==> config.mk <==
export PLATFORM = sky130hd
export DESIGN_NAME = load_store_unit
export DESIGN_NICKNAME = d
export VERILOG_FILES = /design/src/rtl/rv32_pkg.sv /design/src/rtl/lsu_lane_align.sv /design/src/rtl/load_store_unit.sv
export SDC_FILE = /design/constraint.sdc
export NUM_CORES = 1
export LEC_CHECK = 0
export CAP_MARGIN = 20
export CORE_UTILIZATION = 30
export DETAILED_ROUTE_END_ITERATION = 8
export GPL_TIMING_DRIVEN = 0
export PLACE_DENSITY = 0.6
export SLEW_MARGIN = 5
export SYNTH_ARGS = -nofsm -noshare
export SYNTH_HDL_FRONTEND = slang
export SYNTH_HIERARCHICAL = 1
export SYNTH_SLANG_ARGS = --single-unit
==> constraint.sdc <==
create_clock -name clk -period 2.4 [get_ports clk]
set_input_delay 0.48 -clock clk [delete_from_list [all_inputs] [get_ports clk]]
set_output_delay 0.48 -clock clk [all_outputs]
set_load 0.005 [all_outputs]
==> src/rtl/rv32_pkg.sv <==
// rv32_pkg: shared funct3 encodings and load/store unit state type
package rv32_pkg;
  localparam logic [2:0] F3_LB  = 3'd0;
  localparam logic [2:0] F3_LH  = 3'd1;
  localparam logic [2:0] F3_LW  = 3'd2;
  localparam logic [2:0] F3_LBU = 3'd4;
  localparam logic [2:0] F3_LHU = 3'd5;
  localparam logic [2:0] F3_SB  = 3'd0;
  localparam logic [2:0] F3_SH  = 3'd1;
  localparam logic [2:0] F3_SW  = 3'd2;
  typedef enum logic [1:0] {IDLE, BUSY, DONE} lsu_state_t;
endpackage

==> src/rtl/lsu_lane_align.sv <==
// lsu_lane_align: byte-lane steering, load extension and alignment check
module lsu_lane_align
  import rv32_pkg::*;
(
  input  logic        we,
  input  logic [2:0]  funct3,
  input  logic [1:0]  off,
  input  logic [31:0] wdata,
  input  logic [2:0]  ld_funct3,
  input  logic [1:0]  ld_off,
  input  logic [31:0] rword,
  output logic        ok,
  output logic [3:0]  be,
  output logic [31:0] wlane,
  output logic [31:0] rext
);
  logic       legal;
  logic       aligned;
  logic [7:0] rbyte;
  logic [15:0] rhalf;
  // request legality, store lanes and load extraction from the latched access
  always_comb begin
    legal   = we ? (funct3 inside {F3_SB, F3_SH, F3_SW})
                 : (funct3 inside {F3_LB, F3_LH, F3_LW, F3_LBU, F3_LHU});
    aligned = funct3[1:0] == 2'd2 ? off == 2'd0 : funct3[1:0] == 2'd1 ? !off[0] : 1'b1;
    ok      = legal && aligned;
    be      = !we ? 4'b1111 : funct3 == F3_SB ? 4'b0001 << off
            : funct3 == F3_SH ? (off[1] ? 4'b1100 : 4'b0011) : 4'b1111;
    wlane   = funct3 == F3_SB ? {4{wdata[7:0]}} : funct3 == F3_SH ? {2{wdata[15:0]}} : wdata;
    rbyte   = rword[{ld_off, 3'b000} +: 8];
    rhalf   = ld_off[1] ? rword[31:16] : rword[15:0];
    rext    = ld_funct3 == F3_LB  ? {{24{rbyte[7]}}, rbyte}
            : ld_funct3 == F3_LH  ? {{16{rhalf[15]}}, rhalf}
            : ld_funct3 == F3_LW  ? rword
            : ld_funct3 == F3_LBU ? {24'd0, rbyte}
            : ld_funct3 == F3_LHU ? {16'd0, rhalf} : 32'd0;
  end
endmodule

==> src/rtl/load_store_unit.sv <==
// load_store_unit: multi-cycle req/ack data-memory front end with stall and timeout
module load_store_unit
  import rv32_pkg::*;
#(
  parameter int unsigned TIMEOUT_CYCLES = 255
) (
  input  logic        clk,
  input  logic        reset,
  input  logic        req_valid,
  input  logic        req_we,
  input  logic [2:0]  funct3,
  input  logic [31:0] addr,
  input  logic [31:0] wdata,
  output logic        stall,
  output logic [31:0] rdata,
  output logic        done,
  output logic        misalign,
  output logic        bus_err,
  output logic        bus_req,
  output logic        bus_we,
  output logic [31:0] bus_addr,
  output logic [3:0]  bus_be,
  output logic [31:0] bus_wdata,
  input  logic        bus_ack,
  input  logic [31:0] bus_rdata
);
  localparam int CW = $clog2(TIMEOUT_CYCLES + 1);
  lsu_state_t  state, state_d;
  logic [CW-1:0] cnt;
  logic [2:0]  f3_q;
  logic [1:0]  off_q;
  logic [31:0] rdata_q;
  logic        err_q;
  logic        ok, start, bad, tmo;
  logic [3:0]  be;
  logic [31:0] wlane, rext;
  lsu_lane_align u_align (
    .we(req_we), .funct3(funct3), .off(addr[1:0]), .wdata(wdata),
    .ld_funct3(f3_q), .ld_off(off_q), .rword(bus_rdata),
    .ok(ok), .be(be), .wlane(wlane), .rext(rext)
  );
  assign start = state == IDLE && req_valid && ok;
  assign bad   = state == IDLE && req_valid && !ok;
  assign tmo   = cnt == CW'(TIMEOUT_CYCLES - 1);
  // state register; reset abandons any in-flight access
  always_ff @(posedge clk)
    state <= !reset ? IDLE : state_d;
  // next state: DONE always returns to IDLE so the finishing req_valid is not re-issued
  always_comb
    state_d = state == IDLE ? (start ? BUSY : IDLE)
            : state == BUSY ? ((bus_ack || tmo) ? DONE : BUSY) : IDLE;
  // core-facing outputs; rejected requests complete immediately without a bus cycle
  always_comb begin
    stall    = start || state == BUSY;
    done     = bad || state == DONE;
    misalign = bad;
    bus_err  = state == DONE && err_q;
    rdata    = state == DONE ? rdata_q : 32'd0;
  end
  // bus registers held stable in BUSY, timeout counter and captured load result
  always_ff @(posedge clk) begin
    if (!reset) begin
      bus_req   <= 1'b0;
      bus_we    <= 1'b0;
      bus_addr  <= 32'd0;
      bus_be    <= 4'd0;
      bus_wdata <= 32'd0;
      cnt       <= '0;
      f3_q      <= 3'd0;
      off_q     <= 2'd0;
      rdata_q   <= 32'd0;
      err_q     <= 1'b0;
    end else if (start) begin
      bus_req   <= 1'b1;
      bus_we    <= req_we;
      bus_addr  <= {addr[31:2], 2'b00};
      bus_be    <= be;
      bus_wdata <= wlane;
      cnt       <= '0;
      f3_q      <= funct3;
      off_q     <= addr[1:0];
      rdata_q   <= 32'd0;
      err_q     <= 1'b0;
    end else if (state == BUSY) begin
      bus_req <= !(bus_ack || tmo);
      cnt     <= bus_ack || tmo ? cnt : cnt + 1'b1;
      rdata_q <= bus_ack && !bus_we ? rext : 32'd0;
      err_q   <= !bus_ack && tmo;
    end
  end
endmodule

Word level (Yosys, flattened, before mapping):

Index checks and enable logic that the tools add are counted.

* register bits after elaboration: 116
* output and inout port bits: 106
* word-level logic and storage cells: 76
* input bits: 104

* multiplexer cells: 23
* equality and inequality tests: 13
* shifts and indexed selects: 2
* bitwise operators: 2
* add/sub/neg operators: 1
* reduce and logical (&&, ||, !) cells: 24

Operator list (number)
* two-way mux 32 bit: 8
* two-way mux 16 bit: 2
* indexed part select 32 x 6 -> 8 bit: 1
* two-way mux 4 bit: 4
* equality test 3 bit, second input constant: 4
* adder 8 x 1 -> 8 bit, second input constant: 1
* equality test 8 bit, second input constant: 1
* logical AND 1 bit: 7
* equality test 3 x 1 -> 1 bit, second input constant: 2
* equality test 3 x 2 -> 1 bit, second input constant: 2
* logical NOT 3 bit: 2
* two-way mux 1 bit: 6
* two-way mux 2 bit: 3
* logical NOT 1 bit: 5
* nonzero test 5 bit: 1
* equality test 2 x 1 -> 1 bit, second input constant: 2
* equality test 2 bit, second input constant: 2
* logical NOT 2 bit: 2
* left shift 1 x 2 -> 4 bit, first input constant: 1
* logical OR 1 bit: 3
* nonzero test 3 bit: 1
* NOT 1 bit: 2
* AND reduction 2 bit: 1
* nonzero test 2 bit: 1
* OR reduction 2 bit: 1

Longest topological paths before layout:

Gate-level depths: netlist (run 1).

* depth in word-level cells: 7
* gate-level depth with buffers: 7
* gate-level depth less buffers: 6

Cells and area by module:

The synthesis (run 1) kept the hierarchy.

Modules (own cells, without submodules)
* load_store_unit: cells each 527, instances 1, area each 4327.9 µm², sequential area each 2322.2 µm²
* lsu_lane_align: cells each 163, instances 1, area each 1218.7 µm², sequential area each 0.0 µm²

Worst setup path before layout (run 1):

No wires, ideal clock.

* kind: input -> output
* start point: input port funct3[0]
* end point: output port stall
* cell stages on the path: 5
* data required time: 1.920 ns
* setup slack: 0.325 ns
* buffers on the path: 2
* arrival time: 1.595 ns
* cell sequence: buf_2 o41ai_1 nand3_1 clkbuf_1 nand2_1

* cells in the longest elaborated chain, start to end: 6
* elaborated cells on any way between the ends: 15
* classes of those cells: eq/ne (6); mux (3); reduce/logical (6)

Ends and longest elaborated chain
* start: declaration: RTL line load_store_unit.sv:11 `input logic [2:0] funct3,`
* equality test 3 x 1 -> 1 bit (tied with other cells): RTL line lsu_lane_align.sv:23, lsu_lane_align.sv:24
* nonzero test 5 bit (tied with other cells): RTL line lsu_lane_align.sv:24 `: (funct3 inside {F3_LB, F3_LH, F3_LW, F3_LBU, F3_LHU});`
* two-way mux 1 bit (on tied branches): RTL line lsu_lane_align.sv:23, lsu_lane_align.sv:25
* logical AND 1 bit *: RTL line lsu_lane_align.sv:26 `ok = legal && aligned;`
* via ok: RTL line load_store_unit.sv:34 `logic ok, start, bad, tmo;`
* logical AND 1 bit *: RTL line load_store_unit.sv:42 `assign start = state == IDLE && req_valid && ok;`
* logical OR 1 bit *: RTL line load_store_unit.sv:54 `stall = start || state == BUSY;`
* end: declaration: RTL line load_store_unit.sv:14 `output logic stall,`

Mark *: on every way through the listed nets, which the timed path passes. The rest lies on a longest branch.

Final worst setup path (run 1):

* start point: register state[1]
* end point: output port rdata[3]

* cells in the longest elaborated chain, start to end: 2

Ends and longest elaborated chain
* start: declaration: RTL line load_store_unit.sv:28 `lsu_state_t state, state_d;`
* start signal: assignment: RTL line load_store_unit.sv:47 `state <= !reset ? IDLE : state_d;`
* equality test 2 bit: RTL line load_store_unit.sv:58 `rdata = state == DONE ? rdata_q : 32'd0;`
* two-way mux 32 bit: RTL line load_store_unit.sv:58
* end: declaration: RTL line load_store_unit.sv:15 `output logic [31:0] rdata,`

Every way passes these cells.

==> metrics.yaml, run 1 <==
rsz0062_at_grt: "yes"
yosysTopAreaCell: "dfxtp_1"
final_cell_mix: "185 x clkdlybuf4s50_1, 172 x nand2_1, 114 x dfxtp_1, 86 x a21oi_1, 51 x nor2_1"
yosys_register_bits: 116
final_core_util: 0.483
die_area_um2: 19000
final_common_cell: "clkdlybuf4s50_1"
routedWlPerCell_um: 16.4
die_h_um: 138
num_rows: 49
tightest_slew_ns: 0.697
start_kind: "register"
avgSynthCellArea_um2: 8.04
netSwitchingFraction: 0.245
netlist_instances: 690
core-area_um2: 18000
hold_path.class: "in -> reg"
setup_tns_ns: 0
critPathArrivalTime_ns: 1.88
cellInternalPower_mw: 4.23
gr-total-overflow: 0
ys_warn_count: 6
power.switching_mw: 1.37
cts_num_sinks: 116
start_util: 0.308
fin_crit_sh: 0.984
ant_nets: 0
drt-total-wl_um: 19100
path_max_fanout: 8
ys_async_sr_fraction: 0
clk_path_buf_depth: 2
grt_pass1_vias: 5280
status: "complete, no violations"
place_inst: 1127
placed_cell_area_um2: 7910
peakVddDrop_uv: 464
h-tree-depth: 4
setup_viol: 0
root_buffer: "clkbuf_16"
clkTransAtPathRegs_ns: 0.05
cts_buffers: 17
antenna_cells: 0
comb_power_share: 0.149
first_pass_iters: 5
synthTopCellsByArea: "dfxtp_1 42%, nand2_1 12%, a21oi_1 7.8%"
hold_viol_final: 0
maxSlewHeadroom: 0.533
crit_type: "reg -> out"
cp-end-kind: "output port"
grt_max_degree: 17
fmax_mhz: 423
drc: 0
hpwl_um: 14000
p_leak_nw: 3.45
grt_pass1_wl_um: 28800
areaGrowthSynthToFinish_pct: 57.1
fin_skew_ns: 0.0119
io_pins: 210
powerDensity_nw_per_um2: 643
drive_gt1_frac: 0.133
synth_flop_cell: "dfxtp_1"
ys_types: 48
fin_nets: 1031
dieWidth_um: 138
syn_area_um2: 5550
pwr-share-seq: 0.364
setup_ws_ns: 0.0373
insertion_delay_ns: 0.42
vias: 5647
routabilityCongestion: 0.803
hold_slack_ns: 0.360
final_cell_area_um2: 8710
maxCapViolations: 0
finalMaxSlewViolations: 0
place_ws_ns: -1.23
drt_iter0_drc: 278
fin_crit_ns: 2.36
io_buffer_count: 207
fin_total_pwr_mw: 5.60
avgViaCountPerCell: 4.84
final_cells: 1167
ys_seq_area_frac: 0.419
synth_edf_count: 0
grt_antenna_before_repair: 1
synth_top_cell_area_share: 0.419
critical_path_required_ns: 1.92
clkPwrFrac: 0.487
grt_usage: 0.203
tritoncts: "done"
==> power groups by stage <==
| stage | clock network [mW] | registers, mW | logic (mW) |
|---|---|---|---|
| 2_1_floorplan | 0 | 2.08 | 0.374 |
| 3_3_place_gp | 0 | 2.08 | 0.818 |
| 3_5_place_dp | 0 | 2.08 | 0.816 |
| 4_1_cts | 2.78 | 2.04 | 0.837 |
| 5_1_grt | 2.87 | 2.05 | 0.909 |
| 6_report | 2.73 | 2.04 | 0.835 |
==> Yosys cell counts, types with 5 or more instances <==
| cell | number |
|---|---|
| a21oi_1 | 86 |
| a221o_1 | 8 |
| a22oi_1 | 32 |
| and2_1 | 33 |
| buf_1 | 5 |
| buf_2 | 14 |
| buf_4 | 10 |
| clkbuf_1 | 30 |
| dfxtp_1 | 116 |
| mux2_2 | 32 |
| mux2i_1 | 16 |
| nand2_1 | 172 |
| nor2_1 | 52 |
| o21ai_0 | 26 |
==> per-layer routing <==
layer | track usage | part of all wire | vias to the layer above
met3 | 0.0826 | 0.10 | 29
met2 | 0.307 | 0.44 | 235
met4 | 0.0839 | 0.020 | 2
li1 | - | - | 2819
met1 | 0.254 | 0.43 | 2562
met5 | 0 | 0.00052 | -
==> critical path: stages (launching register included) <==
cell and delay (ns):
dfxtp_2 0.35, nor2b_4 0.17, buf_12 0.14, clkbuf_8 0.15, and2_1 0.14, clkdlybuf4s50_1 0.51
==> sequential cells by signal, summed over array words and instances (netlist names), 2 cells and up <==
signal and cells:
bus_addr 30, bus_be 4, bus_wdata 32, cnt 8
f3_q 3, off_q 2, rdata_q 32, state 2
==> timing repair <==
action	in CTS	in global routing
cloned	1	0
setup endpoints to repair	149	32
pin swaps	3	2
setup buffers	7	0
hold buffers	0	0
gates resized for setup	43	26
==> cell families (layout without fill, tap and decap cells) <==
kind of cell	count (synthesis)	after routing	share of synthesized area
multiplexers	50	50	0.102
other	1	2	0.000676
adder cells (fa/ha/maj)	2	2	0.00451
XOR/XNOR	6	6	0.00948
AND/OR/NAND/NOR	284	284	0.226
AO/OA/AOI/OAI	165	165	0.179
flip-flops	116	116	0.419
buffers and inverters	66	313	0.0600
==> layout make-up <==
| cell class | instances | area, um^2 |
|---|---|---|
| tap | 229 | 287 |
| fill | 1811 | 9310 |
| sequential | 116 | 2320 |
| clock inverter | 12 | 178 |
| buffer | 63 | 377 |
| timing repair buffer | 215 | 2150 |
| multi-input combinational | 509 | 2930 |
| inverter | 3 | 11.3 |
| clock buffer | 20 | 457 |
==> worst paths after layout <==
| kind | startpoint | end | slack (ns) | cells past startpoint |
|---|---|---|---|---|
| hold reg to reg | bus_addr[22] | bus_addr[22] | 0.45 | 2 |
| setup / recovery | state[1] | rdata[3] | 0.04 | 5 |
| hold / removal | funct3[1] | f3_q[1] | 0.36 | 3 |
| setup reg to reg | cnt[0] | cnt[3] | 0.52 | 6 |
No activity file was read; power rests on OpenSTA's default activity.
==> inputs of run 2 (changes only) <==
--- a/config.mk
+++ b/config.mk
@@ -6,6 +6,8 @@
 export NUM_CORES = 1
 export LEC_CHECK = 0
 export CAP_MARGIN = 20
+export CORE_ASPECT_RATIO = 1.25
+export CORE_MARGIN = 3
 export CORE_UTILIZATION = 30
 export DETAILED_ROUTE_END_ITERATION = 8
 export GPL_TIMING_DRIVEN = 0
==> run 2 against run 1 <==
- count of clock-buffer cells in the layout unchanged
- core utilization up 0.67 points
- die area grew 5.9%
- clock power decreased by 6%
- total power decreased by 2.6%
- combinational power rose by 1%
- wire length up 0.31%
- via count barely moved
- cell count stayed put
- cell area about the same
- sequential share of layout area hardly changed
- setup slack better by 0.042 ns
- critical path type is now in -> reg
==> metrics.yaml, run 2 (same netlist as run 1, synthesis figures left out) <==
status: "complete, no violations"
num-fill-cells: 1780  # -1.7%
setup_viol: 0  # unchanged
fin_skew_ns: 0.00891  # -0.00296 ns
io_buffer_count: 207  # unchanged
antenna_cells: 0  # unchanged
routabilityCongestion: 0.841  # +4.7%
hold_viol_final: 0  # unchanged
insertion_delay_ns: 0.41  # about the same
p_leak_nw: 3.22  # -6.5%
critPathArrivalTime_ns: 2.59  # +0.71 ns
maxSlewHeadroom: 0.467  # -0.0653
grt_max_degree: 20  # +3
first_pass_iters: 5  # unchanged
grt_pass1_wl_um: 29300  # +1.7%
critical_path_required_ns: 2.67  # +0.75 ns
cts_buffers: 17  # unchanged
ant_nets: 0  # unchanged
dieWidth_um: 128  # -7.5%
die_area_um2: 20200  # +5.9%
ctsHoldBuffers: 0  # unchanged
path_max_fanout: 10  # +2
gr-total-overflow: 0  # unchanged
fin_total_pwr_mw: 5.46  # -2.6%
largestRegisters: "bus_wdata (32), rdata_q (32), bus_addr (30)"
die_h_um: 158  # +15%
core-area_um2: 17800  # -1.4%
rsz0062_at_grt: "no"
hold_path.class: "in -> reg"
routedWlPerCell_um: 16.4  # +0.31%
start_kind: "primary input"
areaGrowthSynthToFinish_pct: 57.0  # about the same
drive_gt1_frac: 0.144  # +0.0110
root_buffer: "clkbuf_16"
fin_nets: 1036  # +0.48%
cp-end-kind: "register"
final_cell_mix: "197 x clkdlybuf4s50_1, 172 x nand2_1, 114 x dfxtp_1, 86 x a21oi_1, 52 x nor2_1"
fmax_mhz: 431  # +1.8%
drt-total-wl_um: 19100  # +0.31%
tritoncts: "done"
avgViaCountPerCell: 4.84  # about the same
cts_num_sinks: 116  # unchanged
finalMaxSlewViolations: 0  # unchanged
drc: 0  # unchanged
num_rows: 54  # +10%
final_core_util: 0.490  # +0.00666
hpwl_um: 14100  # +0.81%
drt_iter0_drc: 317  # +14%
maxCapViolations: 0  # unchanged
place_ws_ns: -1.38  # -0.150 ns
powerDensity_nw_per_um2: 627  # -2.6%
h-tree-depth: 4  # unchanged
fin_crit_sh: 0.967  # -0.0174
final_common_cell: "clkdlybuf4s50_1"
vias: 5645  # -0.035%
fin_crit_ns: 2.32  # -0.0417 ns
start_util: 0.312  # +0.00442
io_pins: 210  # unchanged
grt_antenna_before_repair: 0  # -1
tightest_slew_ns: 0.797  # +0.100 ns
grt_usage: 0.186  # -0.0174
clkTransAtPathRegs_ns: 0.05  # about the same
peakVddDrop_uv: 382  # -18%
place_inst: 1122  # -0.44%
grt_pass1_vias: 5529  # +4.7%
clk_path_buf_depth: 2  # unchanged
final_cells: 1167  # unchanged
setup_ws_ns: 0.0790  # +0.0417 ns
crit_type: "in -> reg"
-- run 2: changes by cell type in the layout (fill, tap and decap cells not counted), moves of 2 or more --
cell,previous run,this run
clkdlybuf4s50_1,185,197
clkinv_4,1,3
clkbuf_1,25,22
buf_1,5,2
buf_6,7,5
dlymetal6s2s_1,14,0
buf_4,16,22
clkbuf_2,1,5
-- run 2: layer usage --
layer | track usage | wire length, um | vias up
met5 | 0 | 0 | -
met4 | 0.0546 | 264 | 0
met3 | 0.0685 | 1550 | 20
met2 | 0.326 | 9530 | 215
met1 | 0.211 | 7810 | 2577
li1 | - | - | 2833
-- run 2: worst max-delay path, stage by stage --
cell and delay, ns:
clkbuf_4 0.15, a221o_1 0.40, o41ai_4 0.09, nand3_2 0.14
buf_4 0.17, buf_4 0.12, buf_4 0.12, buf_4 0.12
buf_4 0.12, buf_2 0.20, clkbuf_1 0.26, nand2_1 0.13
a21oi_1 0.08
-- run 2: final timing paths --
kind | startpoint | end | slack [ns] | cells past startpoint
setup / recovery | funct3[2] | bus_addr[24] | 0.08 | 13
hold / removal | funct3[1] | f3_q[1] | 0.36 | 3
setup reg to reg | state[1] | bus_addr[24] | 0.18 | 12
hold reg to reg | bus_addr[30] | bus_addr[30] | 0.45 | 2
-- run 2: cell type report --
class,instances,area [um^2],area share
Multi-Input combinational cell,509,2930,0.336
Sequential cell,116,2320,0.267
Timing Repair Buffer,221,2180,0.251
Clock buffer,20,447,0.0513
Buffer,62,378,0.0434
Tap cell,224,280,0.0322
Clock inverter,12,156,0.0180
Inverter,3,11.3,0.00129
-- run 2: per-stage QoR --
stage / area (um^2) / TNS [ns] / hold slack, ns
after global routing: 8710 / 0 / 0.375
final: 8710 / 0 / 0.364
after CTS: 8650 / 0 / 0.357
after global placement: 7900 / -117.06 / 0.441
after floorplan: 5550 / 0 / 0.448
after detailed placement: 7900 / -112.59 / 0.446
-- run 2: report_power, final --
group / internal [mW] / switching (mW) / total [mW]
clock network: 1.66 / 0.912 / 2.57
registers: 2.00 / 0.0412 / 2.04
logic: 0.451 / 0.396 / 0.846
total: 4.11 / 1.35 / 5.46
-- run 2: repair_timing --
item,CTS,global route
hold endpoints to repair,0,0
buffers inserted,11,1
setup endpoints to repair,150,113
pin swaps,3,1
cloned,1,1
gates resized for setup,50,18
==> inputs of run 3 (changes only) <==
--- a/config.mk
+++ b/config.mk
@@ -9,6 +9,7 @@
 export CORE_ASPECT_RATIO = 1.25
 export CORE_MARGIN = 3
 export CORE_UTILIZATION = 30
+export CTS_CLUSTER_DIAMETER = 80
 export DETAILED_ROUTE_END_ITERATION = 8
 export GPL_TIMING_DRIVEN = 0
 export PLACE_DENSITY = 0.6
==> results of run 3 <==
No change in the layout: final DEF, timing and power equal those of run 2.
